==> src/rtl/mem_arbiter.sv <==
// Two-core I/D memory arbiter onto one shared RAM port; data before instruction, round-robin between cores.
// Define MEM_ARB_ATOMIC_EN to compile in per-core LL/SC link registers.
module mem_arbiter #(
  parameter int NCORE = 2
) (
  input  logic                   CLK,
  input  logic                   nRST,
  input  logic [NCORE-1:0]       iREN,
  input  logic [NCORE-1:0][31:0] iaddr,
  input  logic [NCORE-1:0]       dREN,
  input  logic [NCORE-1:0]       dWEN,
  input  logic [NCORE-1:0]       datomic,
  input  logic [NCORE-1:0][31:0] daddr,
  input  logic [NCORE-1:0][31:0] dstore,
  output logic [NCORE-1:0]       iwait,
  output logic [NCORE-1:0]       dwait,
  output logic [NCORE-1:0][31:0] iload,
  output logic [NCORE-1:0][31:0] dload,
  output logic                   ramREN,
  output logic                   ramWEN,
  output logic [31:0]            ramaddr,
  output logic [31:0]            ramstore,
  input  logic [31:0]            ramload,
  input  logic [1:0]             ramstate
);

  localparam logic [0:0] IDLE       = 1'b0;
  localparam logic [0:0] SERVE      = 1'b1;
  localparam logic [1:0] RAM_ACCESS = 2'd2;
`ifdef MEM_ARB_ATOMIC_EN
  localparam logic ATOMIC_EN = 1'b1;
`else
  localparam logic ATOMIC_EN = 1'b0;
`endif

  logic [0:0]       state_q, state_d;
  logic             rr_q, rr_d;
  logic             own_core_q, own_core_d;
  logic             own_dat_q, own_dat_d;
  logic             own_wr_q, own_wr_d;
  logic             own_atom_q, own_atom_d;
  logic             own_scfail_q, own_scfail_d;
  logic [31:0]      own_addr_q, own_addr_d;
  logic [31:0]      own_data_q, own_data_d;

  logic [NCORE-1:0] req;
  logic [NCORE-1:0] link_hit;
  logic             gnt;
  logic             own_req;
  logic             done;
  logic [31:0]      ld_val;

  always_comb begin
    req          = iREN | dREN | dWEN;
    gnt          = (req[0] && req[1]) ? ~rr_q : req[1];
    own_req      = own_dat_q ? (dREN[own_core_q] | dWEN[own_core_q]) : iREN[own_core_q];
    state_d      = state_q;
    rr_d         = rr_q;
    own_core_d   = own_core_q;
    own_dat_d    = own_dat_q;
    own_wr_d     = own_wr_q;
    own_atom_d   = own_atom_q;
    own_scfail_d = own_scfail_q;
    own_addr_d   = own_addr_q;
    own_data_d   = own_data_q;
    done         = 1'b0;
    case (state_q)
      IDLE: begin
        if (|req) begin
          state_d      = SERVE;
          own_core_d   = gnt;
          own_dat_d    = dREN[gnt] | dWEN[gnt];
          own_wr_d     = dWEN[gnt];
          own_atom_d   = ATOMIC_EN & own_dat_d & datomic[gnt];
          // SC link is judged at grant; no write can complete between grant and service
          own_scfail_d = own_atom_d & dWEN[gnt] & ~link_hit[gnt];
          own_addr_d   = own_dat_d ? daddr[gnt] : iaddr[gnt];
          own_data_d   = dstore[gnt];
        end
      end
      default: begin
        if (!own_req) begin
          state_d = IDLE;
        end else if (own_scfail_q || ramstate == RAM_ACCESS) begin
          done    = 1'b1;
          state_d = IDLE;
          rr_d    = own_core_q;
        end
      end
    endcase
  end

  assign ramREN   = (state_q == SERVE) && !own_scfail_q && !own_wr_q;
  assign ramWEN   = (state_q == SERVE) && !own_scfail_q && own_wr_q;
  assign ramaddr  = own_addr_q;
  assign ramstore = own_data_q;

  always_comb begin
    ld_val = own_wr_q ? {31'b0, own_atom_q & ~own_scfail_q} : ramload;
    iwait  = '1;
    dwait  = '1;
    iload  = '0;
    dload  = '0;
    if (done) begin
      if (own_dat_q) begin
        dwait[own_core_q] = 1'b0;
        dload[own_core_q] = ld_val;
      end else begin
        iwait[own_core_q] = 1'b0;
        iload[own_core_q] = ld_val;
      end
    end
  end

  always_ff @(posedge CLK or negedge nRST) begin
    if (!nRST) begin
      state_q      <= IDLE;
      rr_q         <= 1'b1;
      own_core_q   <= 1'b0;
      own_dat_q    <= 1'b0;
      own_wr_q     <= 1'b0;
      own_atom_q   <= 1'b0;
      own_scfail_q <= 1'b0;
      own_addr_q   <= '0;
      own_data_q   <= '0;
    end else begin
      state_q      <= state_d;
      rr_q         <= rr_d;
      own_core_q   <= own_core_d;
      own_dat_q    <= own_dat_d;
      own_wr_q     <= own_wr_d;
      own_atom_q   <= own_atom_d;
      own_scfail_q <= own_scfail_d;
      own_addr_q   <= own_addr_d;
      own_data_q   <= own_data_d;
    end
  end

`ifdef MEM_ARB_ATOMIC_EN
  logic [NCORE-1:0]       link_v_q, link_v_d;
  logic [NCORE-1:0][29:0] link_a_q, link_a_d;

  always_comb begin
    link_v_d = link_v_q;
    link_a_d = link_a_q;
    for (int c = 0; c < NCORE; c++) begin
      link_hit[c] = link_v_q[c] && (link_a_q[c] == daddr[c][31:2]);
    end
    // A completed write kills every link on that word, the writer's own included
    if (done && own_wr_q && !own_scfail_q) begin
      for (int c = 0; c < NCORE; c++) begin
        if (link_a_q[c] == own_addr_q[31:2]) link_v_d[c] = 1'b0;
      end
    end
    if (done && own_atom_q && !own_wr_q) begin
      link_v_d[own_core_q] = 1'b1;
      link_a_d[own_core_q] = own_addr_q[31:2];
    end
  end

  always_ff @(posedge CLK or negedge nRST) begin
    if (!nRST) begin
      link_v_q <= '0;
      link_a_q <= '0;
    end else begin
      link_v_q <= link_v_d;
      link_a_q <= link_a_d;
    end
  end
`else
  assign link_hit = '0;
`endif

endmodule

==> config.mk <==
export PLATFORM = sky130hd
export DESIGN_NAME = mem_arbiter
export DESIGN_NICKNAME = d
export VERILOG_FILES = /design/src/rtl/mem_arbiter.sv
export SDC_FILE = /design/constraint.sdc
export NUM_CORES = 1
export LEC_CHECK = 0
export ABC_CLOCK_PERIOD_IN_PS = 3900
export BUFFER_PORTS_ARGS = -buffer_cell sky130_fd_sc_hd__buf_4
export CORE_AREA = 3 3 170 172
export DETAILED_ROUTE_END_ITERATION = 8
export DIE_AREA = 0 0 173 175
export GPL_TIMING_DRIVEN = 0
export HOLD_SLACK_MARGIN = 0.15
export PLACE_DENSITY = 0.51
export SLEW_MARGIN = 20
export SYNTH_ARGS = -nofsm -noshare
export SYNTH_HDL_FRONTEND = slang
export SYNTH_SLANG_ARGS = --single-unit
==> constraint.sdc <==
create_clock -name CLK -period 3.9 [get_ports CLK]
set_input_delay 0.585 -clock CLK [delete_from_list [all_inputs] [get_ports CLK]]
set_output_delay 0.585 -clock CLK [all_outputs]
set_load 0.01 [all_outputs]
==> impl_metrics.yaml, run 1 <==
sta:
  post-route-period-util: 0.723
  rsz0062_at_grt: "no"
  drv_slew: 0
  timing.setup.tns_ps: 0
  fmax_ghz: 0.355
  hold_violations: 0
  fin_crit_ps: 2820
  tightest_slew_ps: 937
  slew_headroom: 0.375
  finalSetupViolCount: 0
  clock_skew_ps: 9.62
worst_setup_path:
  crit_chain: "buf_4 > nand2b_1 > nor2_1 > nand4b_1 > clkbuf_1 > nor2_1 > buf_4"
  start_kind: "input pin"
  ff2ff_path_depth: 7
  critPathKind: "input pin to output port"
  worstPathRequired_ps: 3310
  cp_max_fo: 10
  rrSetupSlack_ps: 2030
  slowest_stage: "nand4b_1"
  r2r-start: "rr_q$_DFFE_PN1P_"
  end_kind: "output port"
  crit_arrival_ps: 2230
  max_stage_delay_ps: 380
  regToRegEndpoint: "ramstore[4]$_DFFE_PN0P_"
  worst-path-buf-inv: 3
  startpoint: "ramstate[0]"
  path_delay_family: "simple AND/OR/NAND/NOR gates"
logic_synthesis:
  async_flop_share: 1.00
  synth_nets: 768
  yosys-mux-area-fraction: 0.223
  syn_area_um2: 4510
  synth_top_family_by_area: "simple AND/OR/NAND/NOR gates"
  netlist_instances: 532
  synth_top_area_share: 0.377
  synthAdderAreaFrac: 0
  yosysSeqAreaShare: 0.383
  ys.flop_type: "dfrtp_1"
  synth_xor_area_frac: 0
  synthTopCellsByArea: "dfrtp_1 (38%), mux2i_1 (22%), nor2_1 (11%)"
  synth_compound_gate_area_share: 0.111
  syn_avg_cell_area_um2: 8.48
  synth-simple-area-share: 0.228
  synth_edf_count: 0
  ys_warn_count: 0
  synth_cell_type_count: 30
  yosysTopAreaCell: "dfrtp_1"
  yosys_register_bits: 69
route:
  drtAntennaViolNets: 0
  wl_met1_um: 9270
  dr_wl_met3_um: 1720
  first_pass_iters: 4
  drt-wirelength-per-cell_um: 17.9
  vias_per_cell: 4.14
  first_iter_violations: 186
  drc: 0
  wl_met2_um: 12900
  vias: 5623
  dr.max_layer_used: "met4"
  wl_um: 24300
grt:
  track_usage: 0.152
  grt_pass1_vias: 5808
  antenna_found_initial: 1
  grt_max_degree: 70
  grt_pass1_wl_um: 35400
  grt_remaining_overflow: 0
clocking:
  cts.htree.levels: 3
  post_cts_resized: 0
  post_cts_buffers: 0
  clk_path_buf_depth: 2
  cts_buffers: 9
  insertion_delay_ps: 340
  clkTransAtPathRegs_ps: 60
  ctsHoldBuffers: 0
  cts_root_buffer: "clkbuf_16"
  cts_tree: "yes"
  cts_num_sinks: 69
run_status:
  outcome: "finished, final reports clean"
die:
  die_h_um: 175
  fp.coreArea_um2: 27600
  rows: 61
  fp.dieW_um: 173
  start_util: 0.163
  io_pins: 434
  dieArea_um2: 30300
hold_path:
  hold_class: "input pin to async pin"
pwr:
  peakVddDrop_mv: 0.227
  leakagePower_nw: 4.37
  p_total_mw: 5.00
  pwr_density_cell_nw_per_um2: 585
run:
  maxCapViolCount: 0
placed_design:
  dp_hpwl_um: 20100
  gp_congestion: 0.796
  io_buffers: 431
finish:
  drive_gt1_frac: 0.484
  fill_cells: 3022
  synthToLayoutAreaGrowth_pct: 89.4
  layout_common_cells: "buf_4 (441), nor2_1 (131), mux2i_1 (97), nand2_1 (71), dfrtp_1 (68)"
  layout.nets: 1210
  final_common_cell: "buf_4"
-- cells by family (layout without fill, tap and decap cells) --
family	count (synthesis)	count (layout)
buffers and inverters	46	493
other	0	1
multiplexers	99	99
AND/OR/NAND/NOR	246	246
AO/OA/AOI/OAI	72	72
flip-flops	69	69
-- registers in the layout, indices dropped and copies added (netlist names) --
register	count
own_core_q	1
rr_q	1
own_wr_q	1
ramstore	32
state_q	1
ramaddr	32
own_dat_q	1
-- stage by stage --
stage / hold WS [ps] / util / area [um^2] / cells / setup slack [ps]
final: 388 / 0.309 / 8550 / 1358 / 1080
after floorplan: 289 / - / 4510 / 532 / 1730
after global placement: 465 / 0.298 / 8220 / 1341 / 981
after detailed placement: 474 / 0.298 / 8220 / 1341 / 999
after global routing: 460 / 0.309 / 8550 / 1358 / 867
after CTS: 416 / 0.309 / 8550 / 1357 / 1000
-- routing by layer --
layer / GRT usage / up-vias
li1: - / 2701
met1: 0.172 / 2612
met2: 0.282 / 283
met3: 0.0369 / 27
met4: 0.0470 / 0
met5: 0 / -
-- synthesized netlist by cell type, types with 2 or more instances --
master and number:
mux2i_1 97, buf_6 2, o21ai_1 19, inv_1 2, nand2_1 71, dfrtp_1 68, clkbuf_1 21, nand3_1 3
nor2_1 131, buf_4 10, nor3_1 2, or2_1 2, nand2b_1 33, buf_2 9, o221ai_1 32, o21ai_0 16
-- worst max-delay path by stage --
stage,end,cells past startpoint
floorplan,dload[23],5
global placement,dload[22],7
detailed placement,dload[22],7
CTS,dload[50],7
global route,dload[50],7
finish,dload[22],7
-- power breakdown --
group / switching, mW / internal, mW / total (mW)
combinational: 1.50 / 1.30 / 2.80
sequential: 0.213 / 1.08 / 1.29
clock: 0.332 / 0.577 / 0.909
total: 2.04 / 2.95 / 5.00
-- area by class of cell --
cell class                 count  area, um^2  area share
clock inverter                 6        86.3      0.0101
multi-input combinational    417        2540       0.297
antenna                        1        2.50    0.000293
clock buffer                  10         239      0.0280
inverter                       2        7.51    0.000878
buffer                        44         241      0.0282
sequential                    69        1730       0.202
timing repair buffer         431        3240       0.378
tap                          378         473      0.0553
-- worst reg2reg max path, delay by kind of cell (launching register included) --
kind | cells | cell delay (ps)
AOI/OAI and AO/OA | 2 | 200
buffers and inverters | 4 | 740
DFF | 1 | 550
muxes | 1 | 270
Power figures use the tool's default switching activity.
==> run 2: changes to the inputs <==
ABC_CLOCK_PERIOD_IN_PS = 2900   (was 3900)
CORE_AREA = 3 3 167 169   (was 3 3 170 172)
DIE_AREA = 0 0 170 172   (was 0 0 173 175)
PLACE_DENSITY = 0.52   (was 0.51)
clock period = 2.9 ns   (was 3.9 ns; I/O delays follow)
==> impl_metrics.yaml, run 2 (synthesis gave the netlist of run 1 again) <==
run_status:
  outcome: "finished, final reports clean"
worst_setup_path:
  cp_num_cells: 6
  critPathKind: "flop to output port"
  start_kind: "flop"
  cp-endpoint: "dload[51]"
  slowest_stage: "dfrtp_1"
  crit_top_cell: "nor2_1"
  startpoint: "state_q$_DFF_PN0_"
  crit_arrival_ps: 2230
  rrSetupSlack_ps: 990
  worst-path-buf-inv: 3
  max_stage_delay_ps: 400
  crit_chain: "inv_1 > nor2_1 > nand4_1 > clkbuf_1 > nor2_1 > buf_4"
  path_delay_family: "simple AND/OR/NAND/NOR gates"
  regToRegEndpoint: "ramstore[5]$_DFFE_PN0P_"
  worstPathRequired_ps: 2470
  cp_max_fo: 10
  ff2ff_path_depth: 7
  r2r-start: "rr_q$_DFFE_PN1P_"
  end_kind: "output port"
clocking:
  cts_tree: "yes"
  clkTransAtPathRegs_ps: 60
  clk_path_buf_depth: 2
  cts_root_buffer: "clkbuf_16"
  post_cts_resized: 0
  ctsHoldBuffers: 0
  cts_num_sinks: 69
  insertion_delay_ps: 330
  cts_buffers: 9
  cts.htree.levels: 3
  post_cts_buffers: 0
placed_design:
  placed_cell_area_um2: 8180
  gp_congestion: 0.804
  dp_hpwl_um: 20000
  io_buffers: 431
grt:
  antenna_found_initial: 1
  grt_pass1_vias: 5647
  track_usage: 0.152
  grt_remaining_overflow: 0
  grt_pass1_wl_um: 33600
  grt_max_degree: 70
die:
  start_util: 0.169
  die_h_um: 172
  fp.dieW_um: 170
  fp.coreArea_um2: 26700
  io_pins: 434
  dieArea_um2: 29200
  rows: 60
route:
  vias: 5573
  wl_um: 24000
  drt-wirelength-per-cell_um: 18.2
  drtAntennaViolNets: 0
  vias_per_cell: 4.22
  first_iter_violations: 147
  drc: 0
  first_pass_iters: 5
finish:
  final_common_cell: "buf_4"
  synthToLayoutAreaGrowth_pct: 88.4
  diodes: 0
  layout_common_cells: "buf_4 (441), nor2_1 (131), mux2i_1 (97), nand2_1 (71), dfrtp_1 (68)"
  design_area_um2: 8500
  layout.nets: 1210
  drive_gt1_frac: 0.484
sta:
  hold_violations: 0
  tightest_slew_ps: 920
  post-route-period-util: 0.919
  timing.setup.tns_ps: 0
  drv_slew: 0
  finalSetupViolCount: 0
  clock_skew_ps: 3.38
  rsz0062_at_grt: "no"
  fin_crit_ps: 2670
  slew_headroom: 0.387
  fmax_ghz: 0.375
pwr:
  leakagePower_nw: 4.37
  peakVddDrop_mv: 0.312
  pwr_density_cell_nw_per_um2: 791
hold_path:
  hold_class: "input pin to async pin"
run:
  maxCapViolCount: 0
[run 2: changes by cell type in the layout (fill, tap and decap cells not counted), sizes merged]
cell,change
diode,-1
[run 2: cell type report]
| cell class | instances | area [um^2] |
|---|---|---|
| clock buffers | 10 | 239 |
| inverters | 2 | 7.51 |
| clock inverters | 6 | 86.3 |
| plain buffers | 44 | 241 |
| fillers | 2910 | 18200 |
| flip-flops and latches | 69 | 1730 |
| well taps | 341 | 427 |
| multi-input cells | 417 | 2540 |
| repair buffers | 431 | 3240 |
[run 2: power by group]
part           internal, mW  total (mW)  switching (mW)  leakage [nW]
registers              1.45        1.75           0.294         0.843
clock network         0.775        1.21           0.436         0.158
logic                  1.74        3.77            2.02          3.37
total                  3.97        6.73            2.75          4.37
[run 2: worst reg2reg max path, cell delays in order, from the launching register on]
cell and delay (ps):
dfstp_2 550, inv_1 60, o22ai_1 110, buf_4 220
buf_6 210, buf_6 220, mux2i_1 330, o21ai_1 90
[run 2: worst min-delay path by stage]
stage                              from                  endpoint  cells past startpoint  slack, ps
6_report                           nRST  ramstore[21]$_DFFE_PN0P_                      1        240
5_1_grt                            nRST  ramstore[21]$_DFFE_PN0P_                      1        310
4_1_cts                            nRST  ramstore[21]$_DFFE_PN0P_                      1        270
3_5_place_dp   ramstore[25]$_DFFE_PN0P_  ramstore[25]$_DFFE_PN0P_                      2        470
3_3_place_gp   ramstore[17]$_DFFE_PN0P_  ramstore[17]$_DFFE_PN0P_                      2        470
2_1_floorplan                      nRST    own_core_q$_DFFE_PN0P_                      0        140
[run 2: routing by layer]
| layer | up-vias | GRT usage | wire, um |
|---|---|---|---|
| met1 | 2557 | 0.168 | 9050 |
| met5 | - | 0 | 13 |
| li1 | 2706 | - | - |
| met4 | 2 | 0.0476 | 467 |
| met3 | 27 | 0.0412 | 1920 |
| met2 | 281 | 0.284 | 12500 |
[run 2: stage by stage]
step | power (mW) | setup slack (ps) | instances | hold slack (ps) | utilization
6_report | 6.73 | 235 | 1320 | 242 | 0.318
5_1_grt | 7.24 | 96.9 | 1320 | 305 | 0.318
4_1_cts | 6.87 | 271 | 1320 | 266 | 0.318
3_5_place_dp | 5.62 | 375 | 1304 | 473 | 0.306
3_3_place_gp | 5.60 | 351 | 1304 | 468 | 0.306
2_1_floorplan | 3.76 | 1030 | 532 | 139 | -
